--- config.mk ---
export PLATFORM = sky130hd
export DESIGN_NAME = bingo_draw_unit
export DESIGN_NICKNAME = d
export VERILOG_FILES = /design/src/rtl/bingo_draw_unit.sv
export SDC_FILE = /design/constraint.sdc
export NUM_CORES = 1
export LEC_CHECK = 0
export BUFFER_PORTS_ARGS = -buffer_cell sky130_fd_sc_hd__buf_2
export CORE_MARGIN = 4
export CORE_UTILIZATION = 65
export CTS_CLUSTER_SIZE = 40
export DETAILED_ROUTE_END_ITERATION = 12
export MAX_ROUTING_LAYER = met4
export PLACE_DENSITY = 0.82
export SLEW_MARGIN = 20
export SYNTH_ARGS = -nofsm -noshare
export SYNTH_HDL_FRONTEND = slang
export SYNTH_SLANG_ARGS = --single-unit
--- constraint.sdc ---
create_clock -name clk -period 5.17 [get_ports clk]
set_clock_uncertainty 0.1 [all_clocks]
set_input_delay 0.2585 -clock clk [delete_from_list [all_inputs] [get_ports clk]]
set_output_delay 0.2585 -clock clk [all_outputs]
set_load 0.02 [all_outputs]
--- src/rtl/bingo_draw_unit.sv ---
// BinGo draw engine: picks balls 1..MAX_NUM without replacement from an external PRNG,
// resampling rejected values and falling back to a linear bitmap scan after MAX_TRIES misses.
module bingo_draw_unit #(
  parameter int DATA_WIDTH = 8,
  parameter int MAX_NUM    = 75,
  parameter int MAX_TRIES  = 16
) (
  input  logic                  clk,
  input  logic                  rstn,
  input  logic                  new_game,
  input  logic                  draw_req,
  input  logic [DATA_WIDTH-1:0] rnd_in,
  output logic                  rnd_en,
  output logic                  draw_valid,
  output logic [6:0]            draw_num,
  output logic [6:0]            draw_count,
  output logic                  busy,
  output logic                  all_drawn,
  output logic                  draw_err
);

  typedef enum logic [1:0] {
    IDLE   = 2'd0,
    SAMPLE = 2'd1,
    CHECK  = 2'd2,
    SCAN   = 2'd3
  } state_t;

  localparam logic [6:0] MAX_BALL  = 7'(MAX_NUM);
  localparam logic [7:0] TRY_LIMIT = 8'(MAX_TRIES);

  state_t             state_r, state_s;
  logic [MAX_NUM-1:0] bitmap_r, bitmap_s;
  logic [7:0]         tries_r, tries_s, tries_inc_s;
  logic [6:0]         scan_idx_r, scan_idx_s;
  logic [6:0]         draw_num_r, draw_num_s;
  logic [6:0]         draw_count_r, draw_count_s;
  logic               draw_valid_r, draw_valid_s;
  logic               draw_err_r, draw_err_s;
  logic [6:0]         cand_s;
  logic               cand_ok_s;
  logic [127:0]       drawn_ext_s;

  // Returns the bitmap with the bit for the given ball (1-based) set.
  function automatic logic [MAX_NUM-1:0] mark_ball(input logic [MAX_NUM-1:0] bm,
                                                   input logic [6:0] ball);
    logic [MAX_NUM-1:0] res;
    res = bm;
    res[ball - 7'd1] = 1'b1;
    return res;
  endfunction

  // Only the low seven PRNG bits form a candidate; the rest are deliberately dropped.
  generate
    if (DATA_WIDTH > 7) begin : g_unused_rnd
      logic unused_rnd_s;
      assign unused_rnd_s = ^rnd_in[DATA_WIDTH-1:7];
    end
  endgenerate

  // Zero-extended bitmap lets any 7-bit index be looked up safely.
  assign drawn_ext_s = 128'(bitmap_r);
  assign cand_s      = rnd_in[6:0];
  assign cand_ok_s   = (cand_s != 7'd0) && (cand_s <= MAX_BALL) && !drawn_ext_s[cand_s - 7'd1];
  assign tries_inc_s = tries_r + 8'd1;

  assign rnd_en     = (state_r == SAMPLE);
  assign busy       = (state_r != IDLE);
  assign all_drawn  = (draw_count_r == MAX_BALL);
  assign draw_valid = draw_valid_r;
  assign draw_num   = draw_num_r;
  assign draw_count = draw_count_r;
  assign draw_err   = draw_err_r;

  // Next-state and datapath update; new_game overrides every state.
  always_comb begin
    state_s      = state_r;
    bitmap_s     = bitmap_r;
    tries_s      = tries_r;
    scan_idx_s   = scan_idx_r;
    draw_num_s   = draw_num_r;
    draw_count_s = draw_count_r;
    draw_valid_s = 1'b0;
    draw_err_s   = 1'b0;
    if (new_game) begin
      state_s      = IDLE;
      bitmap_s     = '0;
      tries_s      = 8'd0;
      scan_idx_s   = 7'd0;
      draw_num_s   = 7'd0;
      draw_count_s = 7'd0;
    end else begin
      case (state_r)
        IDLE: begin
          if (draw_req && !all_drawn) begin
            tries_s = 8'd0;
            state_s = SAMPLE;
          end else if (draw_req) begin
            draw_err_s = 1'b1;
          end else begin
            state_s = IDLE;
          end
        end
        SAMPLE: state_s = CHECK;
        CHECK: begin
          if (cand_ok_s) begin
            bitmap_s     = mark_ball(bitmap_r, cand_s);
            draw_num_s   = cand_s;
            draw_count_s = draw_count_r + 7'd1;
            draw_valid_s = 1'b1;
            state_s      = IDLE;
          end else if (tries_inc_s == TRY_LIMIT) begin
            tries_s    = tries_inc_s;
            scan_idx_s = 7'd0;
            state_s    = SCAN;
          end else begin
            tries_s = tries_inc_s;
            state_s = SAMPLE;
          end
        end
        SCAN: begin
          // Termination is guaranteed: entry required at least one clear bit.
          if (!drawn_ext_s[scan_idx_r]) begin
            bitmap_s     = mark_ball(bitmap_r, scan_idx_r + 7'd1);
            draw_num_s   = scan_idx_r + 7'd1;
            draw_count_s = draw_count_r + 7'd1;
            draw_valid_s = 1'b1;
            state_s      = IDLE;
          end else begin
            scan_idx_s = scan_idx_r + 7'd1;
          end
        end
        default: state_s = IDLE;
      endcase
    end
  end

  // State and datapath registers.
  always_ff @(posedge clk or negedge rstn) begin
    if (!rstn) begin
      state_r      <= IDLE;
      bitmap_r     <= '0;
      tries_r      <= 8'd0;
      scan_idx_r   <= 7'd0;
      draw_num_r   <= 7'd0;
      draw_count_r <= 7'd0;
      draw_valid_r <= 1'b0;
      draw_err_r   <= 1'b0;
    end else begin
      state_r      <= state_s;
      bitmap_r     <= bitmap_s;
      tries_r      <= tries_s;
      scan_idx_r   <= scan_idx_s;
      draw_num_r   <= draw_num_s;
      draw_count_r <= draw_count_s;
      draw_valid_r <= draw_valid_s;
      draw_err_r   <= draw_err_s;
    end
  end

endmodule

# Word level (Yosys, flattened, before mapping)
# Index checks and enable logic that the tools add are counted.
# word_totals
register_bits	108
word_cells	93
# op_classes
addsub	5
n_lt_le_gt_ge	6
n_eq_ne	12
mux	44
n_bitwise	2
n_reduce_logical	16
# op_table
op	count
$mux 75	3
$or 75x75->75	2
$pmux 75 s2	1
$mux 7	10
$pmux 7 s2	3
$lt 7x8->1 const B	3
$mux 8	3
$ne 3x3->1 const B	6
$pmux 8 s2	1
$add 7x1->7 const B	2
$bmux 1 s7	2
$demux 1 s7	2
$ge 7x1->1 const B	2
$sub 7x1->7 const B	2
$mux 2	6
$mux 1	11
$add 8x1->8 const B	1
$eq 8x5->1 const B	1
$pmux 2 s4	1
$eq 7x7->1 const B	1
$le 7x7->1 const B	1
$reduce_bool 7->1	1
$reduce_and 3->1	2
$reduce_bool 3->1	2
10 further kinds	16

# Longest topological paths before layout
# depth
depth_word	10
ltp_mapped	17
ltp_nobuf	10

# Worst setup path before layout
# No wires, ideal clock.
# synth_path
path_type	input-to-reg
from	input rnd_in[0]
to	register bitmap_r[33]
setup_time_ns	0.082
arrival_ns	3.309
setup_slack_ns	1.679
cell_stages	16
path_cell_list	buf_2 -> inv_1 -> buf_2 -> ha_1 -> buf_2 -> mux2_1 -> a221o_1 -> a22oi_1 -> o22ai_1 -> o31ai_4 -> a31oi_2 -> or3_1 -> clkbuf_1 -> buf_6 -> buf_6 -> o22ai_2
# synth_via
elab_chain_cells	9
# synth_rtl
item	line_no	source
start, declared	12	input logic [DATA_WIDTH-1:0] rnd_in,
$sub 7x1->7	49, 64	
$lt 7x8->1 (not written as such) / $ge 7x1->1 (equally long branches)	49	res[ball - 7'd1] = 1'b1;
$logic_and 1x1->1 (not written as such)	49	
$mux 1 (not written as such)	49	
$demux 1 s7	49	
$or 75x75->75 (no line)	--	
$mux 75	106	if (cand_ok_s) begin
$pmux 75 s2	93	case (state_r)
$mux 75	85	if (new_game) begin
end signal, assigned	151	bitmap_r <= bitmap_s;
end, declared	33	logic [MAX_NUM-1:0] bitmap_r, bitmap_s;
# Several ways; a longest one is shown, not always the timed one. The select of a mux whose other input is x is not followed.
# A chain may end at the register's enable or synchronous reset.

# Final worst setup path
# layout_path
from	input rnd_in[1]
to	register bitmap_r[57]
# Same word-level chain as after synthesis.

==> flow_summary_export.csv <==
group,metric,value,unit
clocking,numCtsBuffers,9,
place,dp_worst_setup_slack,748,ps
clocking,cts_resized,0,
clocking,clk_latency,370,ps
global_routing,grt_pass1_vias,6969,
clocking,clk_pin_slew_worst_paths,80,ps
global_routing,gr-total-overflow,0,
global_routing,grt_max_degree,77,
layout,fillers,945,
worst_setup_path,slowest_stage,"xor2_4",
detailed_routing,avgRoutedWirePerCell,22.4,um
yosys,syn-cell-area,7950,um^2
place,numPortBuffers,29,
worst_setup_path,timing.rr.start,"scan_idx_r[1]",
yosys,synth_cell_type_count,69,
place,hpwl,15600,um
layout,fin_nets,901,
yosys,synth_area_leaders,"dfrtp_1 34%, o22ai_2 6.1%, inv_1 4.4%",
detailed_routing,vias_per_cell,7.17,
run_status,outcome,"completed",
worst_setup_path,crit_chain,"buf_2 > inv_1 > ha_2 > xor2_4 > o2111ai_1 > nand4_1 > nor2_1 > o41ai_2 > a31oi_2 > buf_4 > or3_2 > buf_4 > o22ai_1",
yosys,postSynthNetCount,926,
power,leakage,0.00306,uW
worst_setup_path,arrival,4360,ps
timing,rsz0062_at_grt,"no",
place,place_area,8010,um^2
worst_setup_path,worstPathRequired,5350,ps
worst_setup_path,crit_buf_inv,4,
worst_setup_path,cp-start-kind,"primary input",
timing,tightest_slew,1000,ps
yosys,synth_seq_cells,108,
clocking,cts_tree,"done",
worst_setup_path,crit_family,"compound AO/OA/AOI/OAI gates",
timing,slew_headroom,0.326,
layout,design_area,8310,um^2
yosys,synth_edf_count,0,
clocking,cts_sinks,108,
timing,setup_viol,0,
clocking,htree_levels,3,
worst_setup_path,worst-path-stages,13,
die,die_h,119,um
detailed_routing,wirelength,23200,um
clocking,postCtsSetupBuffers,0,
worst_setup_path,reg2regPathDepth,11,
worst_setup_path,startpoint,"rnd_in[1]",
worst_setup_path,critPathMaxFanout,76,
power,vdd_drop_max,0.216,mV
timing,setup_slack,993,ps
die,dieArea,14100,um^2
timing,report.final.slew_viol_count,0,
detailed_routing,dr.pass1.iters,8,
yosys,synthCells,908,
place,gp_congestion,1.01,
timing,hold_viol,0,
min_path,hold-path-cell-count,2,
die,start_util,0.662,
worst_setup_path,endpoint_kind,"flop",
clocking,cts_hold_buf,1,
worst_setup_path,path_class,"in -> reg",
global_routing,antenna_found_initial,0,
layout,area_delta_synth_final,4.44,%
layout,n_antenna_cell,0,
detailed_routing,antenna_left,0,
yosys,yosys.area.top_type,"dfrtp_1",
detailed_routing,drc,0,
timing,fin_crit,4180,ps
yosys,synth_top_area_share,0.340,
worst_setup_path,r2r_end,"bitmap_r[57]",
detailed_routing,via_count,7416,
clocking,cts_buffer_depth,2,
die,die_w,119,um
clocking,cts-root-buf,"clkbuf_16",
layout,utilization,0.692,
job,maxCapViolations,0,
global_routing,grt_pass1_wl,36800,um
timing,finalSetupTns,0,ps
worst_setup_path,r2r_slack,1120,ps
die,io_pins,31,
yosys,ys.flop_type,"dfrtp_1",
min_path,worstHoldPathType,"in -> reg",
yosys,async_flop_share,1.00,
timing,fin_crit_sh,0.808,
timing,fmax,0.239,GHz
yosys,syn_avg_cell_area,8.76,um^2
layout,drive_above_1_share,0.161,
die,core,12000,um^2
yosys,yosys_warnings,0,
power,power_density,216,nW/um^2
detailed_routing,drtIter0Drc,1302,
worst_setup_path,cpMostUsedCell,"buf_4",
worst_setup_path,crit_end,"bitmap_r[57]",
yosys,yosysSeqAreaShare,0.340,
worst_setup_path,crit_path_max_incr_delay,750,ps
global_routing,track_usage,0.335,
die,placementRows,40,
==> cell usage in the layout (no fill, tap or decap), drive strengths merged, types with 10 or more instances in the layout <==
cell type    n
dfrtp      108
inv         96
o22ai       79
nand2       61
nor2        61
buf         43
a22oi       34
o22a        34
a21oi       32
o21ai       25
nor2b       23
nand3       19
o2111ai     17
nor4        16
nor3        16
mux2        16
nand2b      13
mux2i       13
nand4       12
a221o       11
a31oi       11
and2        10
clkbuf      10
==> state kept, by name, indices dropped and copies added, names as in the netlist <==
name	cells
state_r	2
bitmap_r	75
tries_r	8
draw_count	7
scan_idx_r	7
draw_valid	1
draw_num	7
draw_err	1
==> report_power, final <==
part,internal (uW),switching (uW)
Combinational,70.4,178
Clock,344,342
Sequential,851,8.66
Total,1270,528
==> cell usage after synthesis (all sizes together), types with 17 or more instances <==
library cell and n:
a22oi 34, nand2 61, a21oi 32, o21ai 25, o22a 34, nor2 61, nand3 19, buf 45
o2111ai 17, nor2b 23, clkbuf 35, o22ai 79, dfrtp 108, inv 94
==> logic make-up after synthesis <==
kind of cell | Yosys count | share of synthesized area
and+or+nand+nor | 277 | 0.180
AOI/OAI and AO/OA | 296 | 0.302
adders and majority gates | 6 | 0.00944
buffers and inverters | 174 | 0.0939
xor gates and xnor gates | 10 | 0.0134
muxes | 37 | 0.0617
DFF | 108 | 0.340
==> metrics by stage <==
step	power (uW)	hold slack [ps]	instances
6_report	1790	148	1035
5_1_grt	1850	146	1035
4_1_cts	1790	135	1035
3_5_place_dp	1120	214	1018
3_3_place_gp	1110	200	1018
2_1_floorplan	1040	-137	908
==> area by class of cell <==
class,count,area (um^2),area share
multi-input combinational,626,4520,0.544
sequential,108,2700,0.326
inverter,94,353,0.0425
timing repair buffer,44,265,0.0319
clock buffer,10,239,0.0288
tap,147,184,0.0221
clock inverter,6,46.3,0.00557
==> per-layer routing <==
metal / global-route usage / up-vias / routed length, um
met3: 0.0727 / 85 / 2460
met2: 0.510 / 474 / 10700
met1: 0.438 / 3543 / 9150
met5: - / - / 0
met4: 0.135 / 0 / 860
li1: - / 3314 / -
==> worst min path at each step <==
| stage | endpoint | startpoint |
|---|---|---|
| 6_report | draw_count[3] | new_game |
| 4_1_cts | draw_count[3] | new_game |
| 2_1_floorplan | bitmap_r[0] | rstn |
| 3_3_place_gp | bitmap_r[61] | rstn |
| 3_5_place_dp | bitmap_r[59] | rstn |
| 5_1_grt | draw_count[3] | new_game |
(Power assumes the default switching activity.)
